File: src/rtl/obi_pkg.sv
// Shared types and constants for the OBI requester arbiter and its ID FIFO.
package obi_pkg;

   typedef enum logic {
      ARB_IDLE   = 1'b0,
      ARB_LOCKED = 1'b1
   } arb_state_t;

   localparam logic [5:0] OBI_ATOP_NONE = 6'b0;

   // Width of a requester index; never zero so single-bit ports stay legal.
   function automatic int id_width(input int n);
      return (n > 1) ? $clog2(n) : 1;
   endfunction

endpackage

File: src/rtl/obi_id_fifo.sv
// In-order FIFO of requester indices, one entry per accepted-but-unanswered transaction.
module obi_id_fifo
   import obi_pkg::*;
#(
   parameter int DEPTH = 2,
   parameter int W     = 1,
   parameter int CW    = $clog2(DEPTH + 1)
) (
   input  logic          clk,
   input  logic          rst_n,
   input  logic          push,
   input  logic [W-1:0]  push_id,
   input  logic          pop,
   output logic          full,
   output logic          empty,
   output logic [W-1:0]  head,
   output logic [CW-1:0] count
);

   localparam int PW = (DEPTH > 1) ? $clog2(DEPTH) : 1;

   logic [W-1:0]  mem_q [DEPTH];
   logic [W-1:0]  mem_d [DEPTH];
   logic [PW-1:0] wr_ptr_q, wr_ptr_d;
   logic [PW-1:0] rd_ptr_q, rd_ptr_d;
   logic [CW-1:0] count_q, count_d;
   logic          do_push;
   logic          do_pop;

   function automatic logic [PW-1:0] ptr_inc(input logic [PW-1:0] p);
      if (p == PW'(DEPTH - 1)) return '0;
      return p + PW'(1);
   endfunction

   assign full  = (count_q == CW'(DEPTH));
   assign empty = (count_q == '0);
   assign head  = mem_q[rd_ptr_q];
   assign count = count_q;

   always_comb begin
      do_push  = push & ~full;
      do_pop   = pop & ~empty;
      mem_d    = mem_q;
      wr_ptr_d = wr_ptr_q;
      rd_ptr_d = rd_ptr_q;
      count_d  = count_q;
      if (do_push) begin
         mem_d[wr_ptr_q] = push_id;
         wr_ptr_d        = ptr_inc(wr_ptr_q);
      end
      if (do_pop) begin
         rd_ptr_d = ptr_inc(rd_ptr_q);
      end
      // Simultaneous push and pop leaves the occupancy unchanged.
      case ({do_push, do_pop})
         2'b10:   count_d = count_q + CW'(1);
         2'b01:   count_d = count_q - CW'(1);
         default: count_d = count_q;
      endcase
   end

   always_ff @(posedge clk or negedge rst_n) begin
      if (!rst_n) begin
         for (int i = 0; i < DEPTH; i++) begin
            mem_q[i] <= '0;
         end
         wr_ptr_q <= '0;
         rd_ptr_q <= '0;
         count_q  <= '0;
      end else begin
         mem_q    <= mem_d;
         wr_ptr_q <= wr_ptr_d;
         rd_ptr_q <= rd_ptr_d;
         count_q  <= count_d;
      end
   end

endmodule

File: src/rtl/obi_arbiter.sv
// Round-robin arbiter sharing one OBI manager port between NUM_REQ requesters,
// with in-order response routing through an ID FIFO.
module obi_arbiter
   import obi_pkg::*;
#(
   parameter int WIDTH           = 32,
   parameter int NUM_REQ         = 2,
   parameter int MAX_OUTSTANDING = 2
) (
   input  logic                            clk,
   input  logic                            rst_n,
   input  logic [NUM_REQ-1:0]              req_i,
   output logic [NUM_REQ-1:0]              gnt_o,
   input  logic [NUM_REQ-1:0][WIDTH-1:0]   addr_i,
   input  logic [NUM_REQ-1:0]              we_i,
   input  logic [NUM_REQ-1:0][3:0]         be_i,
   input  logic [NUM_REQ-1:0][WIDTH-1:0]   wdata_i,
   output logic [NUM_REQ-1:0]              rvalid_o,
   output logic [WIDTH-1:0]                rdata_o,
   output logic                            err_o,
   output logic                            obi_req_o,
   input  logic                            obi_gnt_i,
   output logic [WIDTH-1:0]                obi_addr_o,
   output logic                            obi_we_o,
   output logic [3:0]                      obi_be_o,
   output logic [WIDTH-1:0]                obi_wdata_o,
   output logic [5:0]                      obi_atop_o,
   input  logic [WIDTH-1:0]                obi_rdata_i,
   input  logic                            obi_rvalid_i,
   input  logic                            obi_err_i
);

   localparam int IDW = id_width(NUM_REQ);
   localparam int CW  = $clog2(MAX_OUTSTANDING + 1);

   arb_state_t     state_q, state_d;
   logic [IDW-1:0] rr_q, rr_d;
   logic [IDW-1:0] lock_q, lock_d;
   logic [IDW-1:0] winner;
   logic [IDW-1:0] sel;
   logic           any_req;
   logic           accept;
   logic           fifo_full;
   logic           fifo_empty;
   logic [IDW-1:0] fifo_head;
   logic [CW-1:0]  fifo_count;
   logic           blocked;
   int             idx;

   // Only the registered occupancy blocks new requests, keeping rvalid off the req path.
   assign blocked = (fifo_count == CW'(MAX_OUTSTANDING));

   // Scanning from the farthest offset down lets the nearest requester at/after rr_q win.
   always_comb begin
      winner  = rr_q;
      any_req = 1'b0;
      idx     = 0;
      for (int i = NUM_REQ - 1; i >= 0; i--) begin
         idx = int'(rr_q) + i;
         if (idx >= NUM_REQ) idx = idx - NUM_REQ;
         if (req_i[IDW'(idx)]) begin
            winner  = IDW'(idx);
            any_req = 1'b1;
         end
      end
   end

   always_comb begin
      state_d   = state_q;
      lock_d    = lock_q;
      sel       = winner;
      obi_req_o = 1'b0;
      case (state_q)
         ARB_IDLE: begin
            sel       = winner;
            obi_req_o = any_req & ~blocked;
            if (obi_req_o & ~obi_gnt_i) begin
               lock_d  = winner;
               state_d = ARB_LOCKED;
            end
         end
         ARB_LOCKED: begin
            sel       = lock_q;
            obi_req_o = 1'b1;
            if (obi_gnt_i) state_d = ARB_IDLE;
         end
         default: state_d = ARB_IDLE;
      endcase
   end

   assign accept = obi_req_o & obi_gnt_i;

   always_comb begin
      rr_d = rr_q;
      if (accept) begin
         rr_d = (sel == IDW'(NUM_REQ - 1)) ? '0 : sel + IDW'(1);
      end
   end

   always_comb begin
      gnt_o      = '0;
      gnt_o[sel] = accept;
   end

   // Idle manager payload is forced to zero rather than leaking the last winner.
   always_comb begin
      obi_addr_o  = '0;
      obi_we_o    = 1'b0;
      obi_be_o    = '0;
      obi_wdata_o = '0;
      if (obi_req_o) begin
         obi_addr_o  = addr_i[sel];
         obi_we_o    = we_i[sel];
         obi_be_o    = be_i[sel];
         obi_wdata_o = wdata_i[sel];
      end
   end

   assign obi_atop_o = OBI_ATOP_NONE;

   // A response with nothing outstanding is dropped instead of being routed.
   always_comb begin
      rvalid_o = '0;
      if (!fifo_empty) rvalid_o[fifo_head] = obi_rvalid_i;
   end

   assign rdata_o = obi_rdata_i;
   assign err_o   = obi_err_i;

   always_ff @(posedge clk or negedge rst_n) begin
      if (!rst_n) begin
         state_q <= ARB_IDLE;
         rr_q    <= '0;
         lock_q  <= '0;
      end else begin
         state_q <= state_d;
         rr_q    <= rr_d;
         lock_q  <= lock_d;
      end
   end

   obi_id_fifo #(
      .DEPTH (MAX_OUTSTANDING),
      .W     (IDW),
      .CW    (CW)
   ) u_id_fifo (
      .clk     (clk),
      .rst_n   (rst_n),
      .push    (accept & ~fifo_full),
      .push_id (sel),
      .pop     (obi_rvalid_i),
      .full    (fifo_full),
      .empty   (fifo_empty),
      .head    (fifo_head),
      .count   (fifo_count)
   );

endmodule

File: config.mk
export PLATFORM = sky130hd
export DESIGN_NAME = obi_arbiter
export DESIGN_NICKNAME = d
export VERILOG_FILES = /design/src/rtl/obi_pkg.sv /design/src/rtl/obi_id_fifo.sv /design/src/rtl/obi_arbiter.sv
export SDC_FILE = /design/constraint.sdc
export NUM_CORES = 1
export LEC_CHECK = 0
export ABC_AREA = 1
export CAP_MARGIN = 20
export CORE_AREA = 2 2 112 114
export CTS_CLUSTER_SIZE = 25
export DETAILED_ROUTE_END_ITERATION = 8
export DIE_AREA = 0 0 114 116
export GPL_ROUTABILITY_DRIVEN = 1
export PLACE_DENSITY = 0.56
export SLEW_MARGIN = 5
export SYNTH_ARGS = -nofsm -noshare
export SYNTH_HDL_FRONTEND = slang
export SYNTH_HIERARCHICAL = 1
export SYNTH_SLANG_ARGS = --single-unit
File: constraint.sdc
create_clock -name clk -period 2.58 [get_ports clk]
set_input_delay 0.387 -clock clk [delete_from_list [all_inputs] [get_ports clk]]
set_output_delay 0.387 -clock clk [all_outputs]
set_load 0.05 [all_outputs]
After elaboration in Yosys (flattened, before gate mapping)

Index checks and enable logic that the tools add are counted.
W data, S select, Z words.

Memory bits (writable): 0
Logic and storage cells: 98
Bits of input ports: 177
Output and inout bits: 113
Memories: 0
Bits in latches: 0
Memory bits (read-only): 0
Bits in registers: 9

Order comparisons: 11
Div/mod/pow operators: 0
Reduce and logical (&&, ||, !) cells: 6
Multiply operators: 0
Bitwise gates (word level): 14
Shift operators: 0
Mux-type cells: 48
$add $sub $neg: 8
Eq/ne operators: 3

Operator list:

| cell                  | count |
|---|---|
| $mux W32              | 6 |
| $mux W1               | 30 |
| $mux W4               | 3 |
| $and A1 B1 Y1         | 6 |
| $ge A2 B2 Y1 const B  | 3 |
| $lt A1 B3 Y1 const B  | 2 |
| $pmux W1 S2           | 3 |
| $and A2 B2 Y2         | 2 |
| $eq A2 B2 Y1 const B  | 2 |
| $lt A1 B2 Y1 const B  | 2 |
| $not A1 Y1            | 4 |
| $not A1 Y2            | 2 |
| $pmux W2 S2           | 1 |
| $add A1 B1 Y1 const B | 3 |
| $demux W1 S1          | 3 |
| $logic_and A1 B1 Y1   | 3 |
| $add A1 B1 Y2 const B | 1 |
| $add A2 B1 Y2 const B | 1 |
| $bwmux W2             | 1 |
| $eq A2 B1 Y1 const B  | 1 |
| $ge A1 B1 Y1 const B  | 2 |
| $ge A1 B2 Y1 const B  | 1 |
| $logic_not A2 Y1      | 1 |
| $lt A2 B1 Y1 const B  | 1 |
| other kinds (5)       | 6 |

Logic depth before layout (Yosys ltp)

Gate-level depths: netlist of the first run.

Depth in word-level cells: 15
Depth in mapped cells: 13
Gate-level depth less buffers: 13

By module

The synthesis of the first run kept the hierarchy.

By module, submodules not included:

| module      | area an instance (um2) | instances | cells an instance | sequential area each (um2) |
|---|---|---|---|---|
| obi_arbiter | 1511.4                 | 1         | 299               | 75.1 |
| obi_id_fifo | 325.3                  | 1         | 43                | 150.1 |

Worst setup path after synthesis of the first run

Ideal clock, no wire load.

Kind: reg2out
Start: register u_id_fifo.count_q[1] (netlist: u_id_fifo/count[1])
End: output port obi_addr_o[0]
Slack: 399 ps
Buffers on the path: 1
Arrival time: 1794 ps
Cell stages (with the launch flop): 7
Data required time: 2193 ps
Path through: dfrtp_1 nand2_1 nand2_1 nand2_2 buf_2 o21ai_0 nor2_1

Word-level cells in the longest chain between the ends: 5

RTL lines:

| element                | line               | text |
|---|---|---|
| start, declared        | obi_id_fifo.sv:26  | `logic [CW-1:0] count_q, count_d;` |
| start signal, assigned | obi_id_fifo.sv:74  | `count_q <= count_d;` |
| $eq A2 B2 Y1           | obi_arbiter.sv:51  | `assign blocked = (fifo_count == CW'(MAX_OUTSTANDING));` |
| $not A1 Y1             | obi_arbiter.sv:76  | `obi_req_o = any_req & ~blocked;` |
| $and A1 B1 Y1          | obi_arbiter.sv:76  |  |
| $pmux W1 S2            | obi_arbiter.sv:73  | `case (state_q)` |
| net obi_req_o          | obi_arbiter.sv:21  | `output logic obi_req_o,` |
| $mux W32               | obi_arbiter.sv:111 | `if (obi_req_o) begin` |
| end, declared          | obi_arbiter.sv:23  | `output logic [WIDTH-1:0] obi_addr_o,` |

The timed path passes the listed nets, and every way through them passes these cells.

Final worst setup path of the first run

Start: input port req_i[0]
End: output port obi_addr_o[5]

Word-level cells in the longest chain between the ends: 8
Elaborated cells between the ends (all ways): 14
Those cells by class: 13 x mux; 1 x bitwise

RTL lines:

| element                                     | line               | text |
|---|---|---|
| start, declared                             | obi_arbiter.sv:12  | `input logic [NUM_REQ-1:0] req_i,` |
| $mux W1 (not written as such) (2 in a row)  | obi_arbiter.sv:61  | `if (req_i[IDW'(idx)]) begin` |
| $mux W1 (2 in a row)                        | obi_arbiter.sv:61  |  |
| $pmux W1 S2                                 | obi_arbiter.sv:73  |  |
| $mux W32 (not written as such) (2 in a row) | obi_arbiter.sv:112 | `obi_addr_o = addr_i[sel];` |
| $mux W32 (*)                                | obi_arbiter.sv:111 |  |

Every way passes the cells marked *; elsewhere a longest branch is shown, timed or not. The select of a mux whose other input is x is not followed.

==> results.md, run 1 <==
- Status: finished clean
- Root Buffer: clkbuf_16
- CTS Hold Buffers Added: 0
- CTS sink cnt: 9
- Total I/O pin count: 290
- Period Utilization, post-route: 88.6%
- Pin count of the biggest net entering global routing: 44
- Largest family of logic cells by synthesized area: simple AND/OR/NAND/NOR gates
- Pleak: 2.01 nW
- Layout cells sized above 1: 17.7%
- Cell area after layout: 4620 sq um
- Die Wd: 114 um
- Vias in the first global route: 2621
- Die area: 13200 sq um
- Starting Density: 15.4%
- Max Cap Viol: 0
- First-pass GRT wire length: 13300 um
- Synth Area in Simple Gates: 39.9%
- Register-to-Register Path Depth: 11
- Power per cell area: 1270 nW/um^2
- Worst Setup Path Type: input pin to primary output
- # diodes: 0
- Cell Area, Synth: 1840 sq um
- Die height: 116 um
- CTS Buf Count: 3
- DR vias/cell: 4.15
- Post-CTS Setup Bufs: 0
- Fin. Hold Viols: 0
- VDD IR max: 476 uV
- Nets: 692
- Clock Path Buffers: 2
- Slew Viols, Final: 0
- Final setup vio count: 0
- Syn Area/Cell: 5.37 sq um
- CTS-repair resized insts: 0
- Port buffer count: 216
- Critical Path Start Type: input pin
- Sequential area share after synthesis: 12.3%
- Share of the synthesized area in the top cell type: 29.0%
- RSZ-0062 raised after global routing: false
- H-Tree Depth: 1
- Core box area: 11900 sq um
- Cell Rows: 40
- Layout area overhead: 152%
- Crit path arrival time: 1900 ps
- Routed len/inst: 13.9 um
- Synth Area in Compound Gates: 19.1%
- Iteration count of the initial detailed-routing pass: 4
- Yosys warning total: 6
- Worst Clk Skew: 2.68 ps
- Critical path required time: 2190 ps
- Post-Place Cell Area: 4550 sq um
- Synth Instances: 342
- Post-route ant nets: 0
- Clk pin slew, worst setup/hold paths: 40 ps
- Final HPWL DP: 7540 um
- Netlist cell types: 20
- Flops & latches, synth: 9
- Clk Latency, worst-skew pair: 230 ps
- Fmax: 0.437 GHz
- Initial antenna violation count: 0
- Final global-route overflow total: 0
- DR iter-0 viols: 57
- Min cycle time layout: 2290 ps
- Leading area contributor after synthesis: nor2_1
- Final setup TNS: 0 ps
- Worst-path fanout max: 28
- Multiplexer share of the synthesized area: 0%
- Final wirelength: 9160 um
- TritonCTS clock tree: done
- Synth top area cells: nor2_1, o21ai_0, buf_4, dfrtp_1, nand2_1
- Via count: 2742
- Adder-Cell Fraction of Synth Area: 0.681%
- Critical path endpoint category: primary output
- Residual DRC: 0
- HP Class: input pin to asynchronous set/reset pin
- Routability cong.: 0.726
- Total GRT Usage: 12.5%
- Post-synthesis xor/xnor area fraction: 0.477%
sequential cells by signal (all words and copies together) (netlist names):
name,flops
u_id_fifo/wr_ptr_q,1
u_id_fifo/count,2
state_q,1
u_id_fifo/rd_ptr_q,1
u_id_fifo/mem_q,2
rr_q,1
lock_q,1
cells in the final DEF (no fill, tap or decap), drive strengths merged:
cell type | Yosys | final
clkbuf | 6 | 4
xnor2 | 1 | 1
nand2 | 32 | 32
o21ai | 69 | 69
nor3b | 1 | 1
nor2 | 142 | 142
inv | 16 | 16
nand3 | 6 | 6
nand4 | 3 | 3
a21oi | 1 | 1
buf | 54 | 80
ha | 1 | 1
clkdlybuf4s50 | 0 | 142
dfrtp | 9 | 9
conb | 1 | 6
critical path, stage by stage:
cell and delay (ps):
clkdlybuf4s50_1 460, nand2_1 100, nand2_2 120, buf_4 270, o21ai_0 140, nor2_1 240, buf_12 180
cells in the mapped netlist, drive strengths merged:
master    n
inv      16
xnor2     1
conb      1
nor2    142
o21ai    69
nor3b     1
nand2    32
dfrtp     9
nand3     6
ha        1
nand4     3
clkbuf    6
buf      54
a21oi     1
routing by layer:
metal	vias up	wire length, um	GRT usage, %
met5	-	0	0
met4	0	153	3.09
met3	18	1040	4.55
met2	153	4650	23.3
met1	1197	3320	13.5
li1	1374	-	-
cell families (layout without fill, tap and decap cells):
| kind of cell | after synthesis | after routing |
|---|---|---|
| flip-flops | 9 | 9 |
| XOR/XNOR | 1 | 1 |
| AO/OA/AOI/OAI | 70 | 70 |
| buffers and inverters | 76 | 242 |
| adder cells (fa/ha/maj) | 1 | 1 |
| AND/OR/NAND/NOR | 184 | 184 |
| other | 1 | 6 |
report_power, final:
group          switching (mW)  leakage, nW  internal [mW]
clock                  0.0655       0.0382          0.206
sequential             0.0576        0.111          0.207
combinational            3.06         1.86           2.27
final cells by class:
type / count / area [sq um]
clock buffers: 4 / 78.8
well taps: 147 / 184
repair buffers: 222 / 2950
fillers: 1221 / 7290
multi-input cells: 262 / 1130
flip-flops and latches: 9 / 225
inverters: 16 / 62.6
final timing paths:
check / slack [ps] / end / startpoint
setup / recovery: 290 / obi_addr_o[5] / req_i[0]
hold / removal: 450 / u_id_fifo/mem_q[1] / rst_n
setup reg to reg: 580 / u_id_fifo/count[1] / u_id_fifo/count[1]
hold reg to reg: 460 / lock_q / lock_q
max in group asynchronous: 1840 / state_q / rst_n
min in group clk: 460 / lock_q / lock_q
metrics by stage:
step / instances / utilization [%] / worst slack [ps] / power (mW) / hold slack, ps
finish: 660 / 38.8 / 294 / 5.86 / 454
CTS: 660 / 38.8 / 266 / 5.93 / 468
global placement: 656 / 38.2 / 282 / 5.58 / 462
global route: 660 / 38.8 / 117 / 6.19 / 495
floorplan: 347 / - / 399 / 3.24 / 91.4
detailed placement: 656 / 38.2 / 253 / 5.64 / 459
No activity file was read; power rests on OpenSTA's default activity.
==> inputs of run 2 (changes only) <==
- SLEW_MARGIN: 5 -> 20
==> results of run 2 <==
Final layout, timing and power as in run 1 (identical DEF).
==> inputs of run 3 (changes only) <==
- SLEW_MARGIN: 20 -> default
==> results of run 3 <==
Final layout, timing and power as in run 1 (identical DEF).
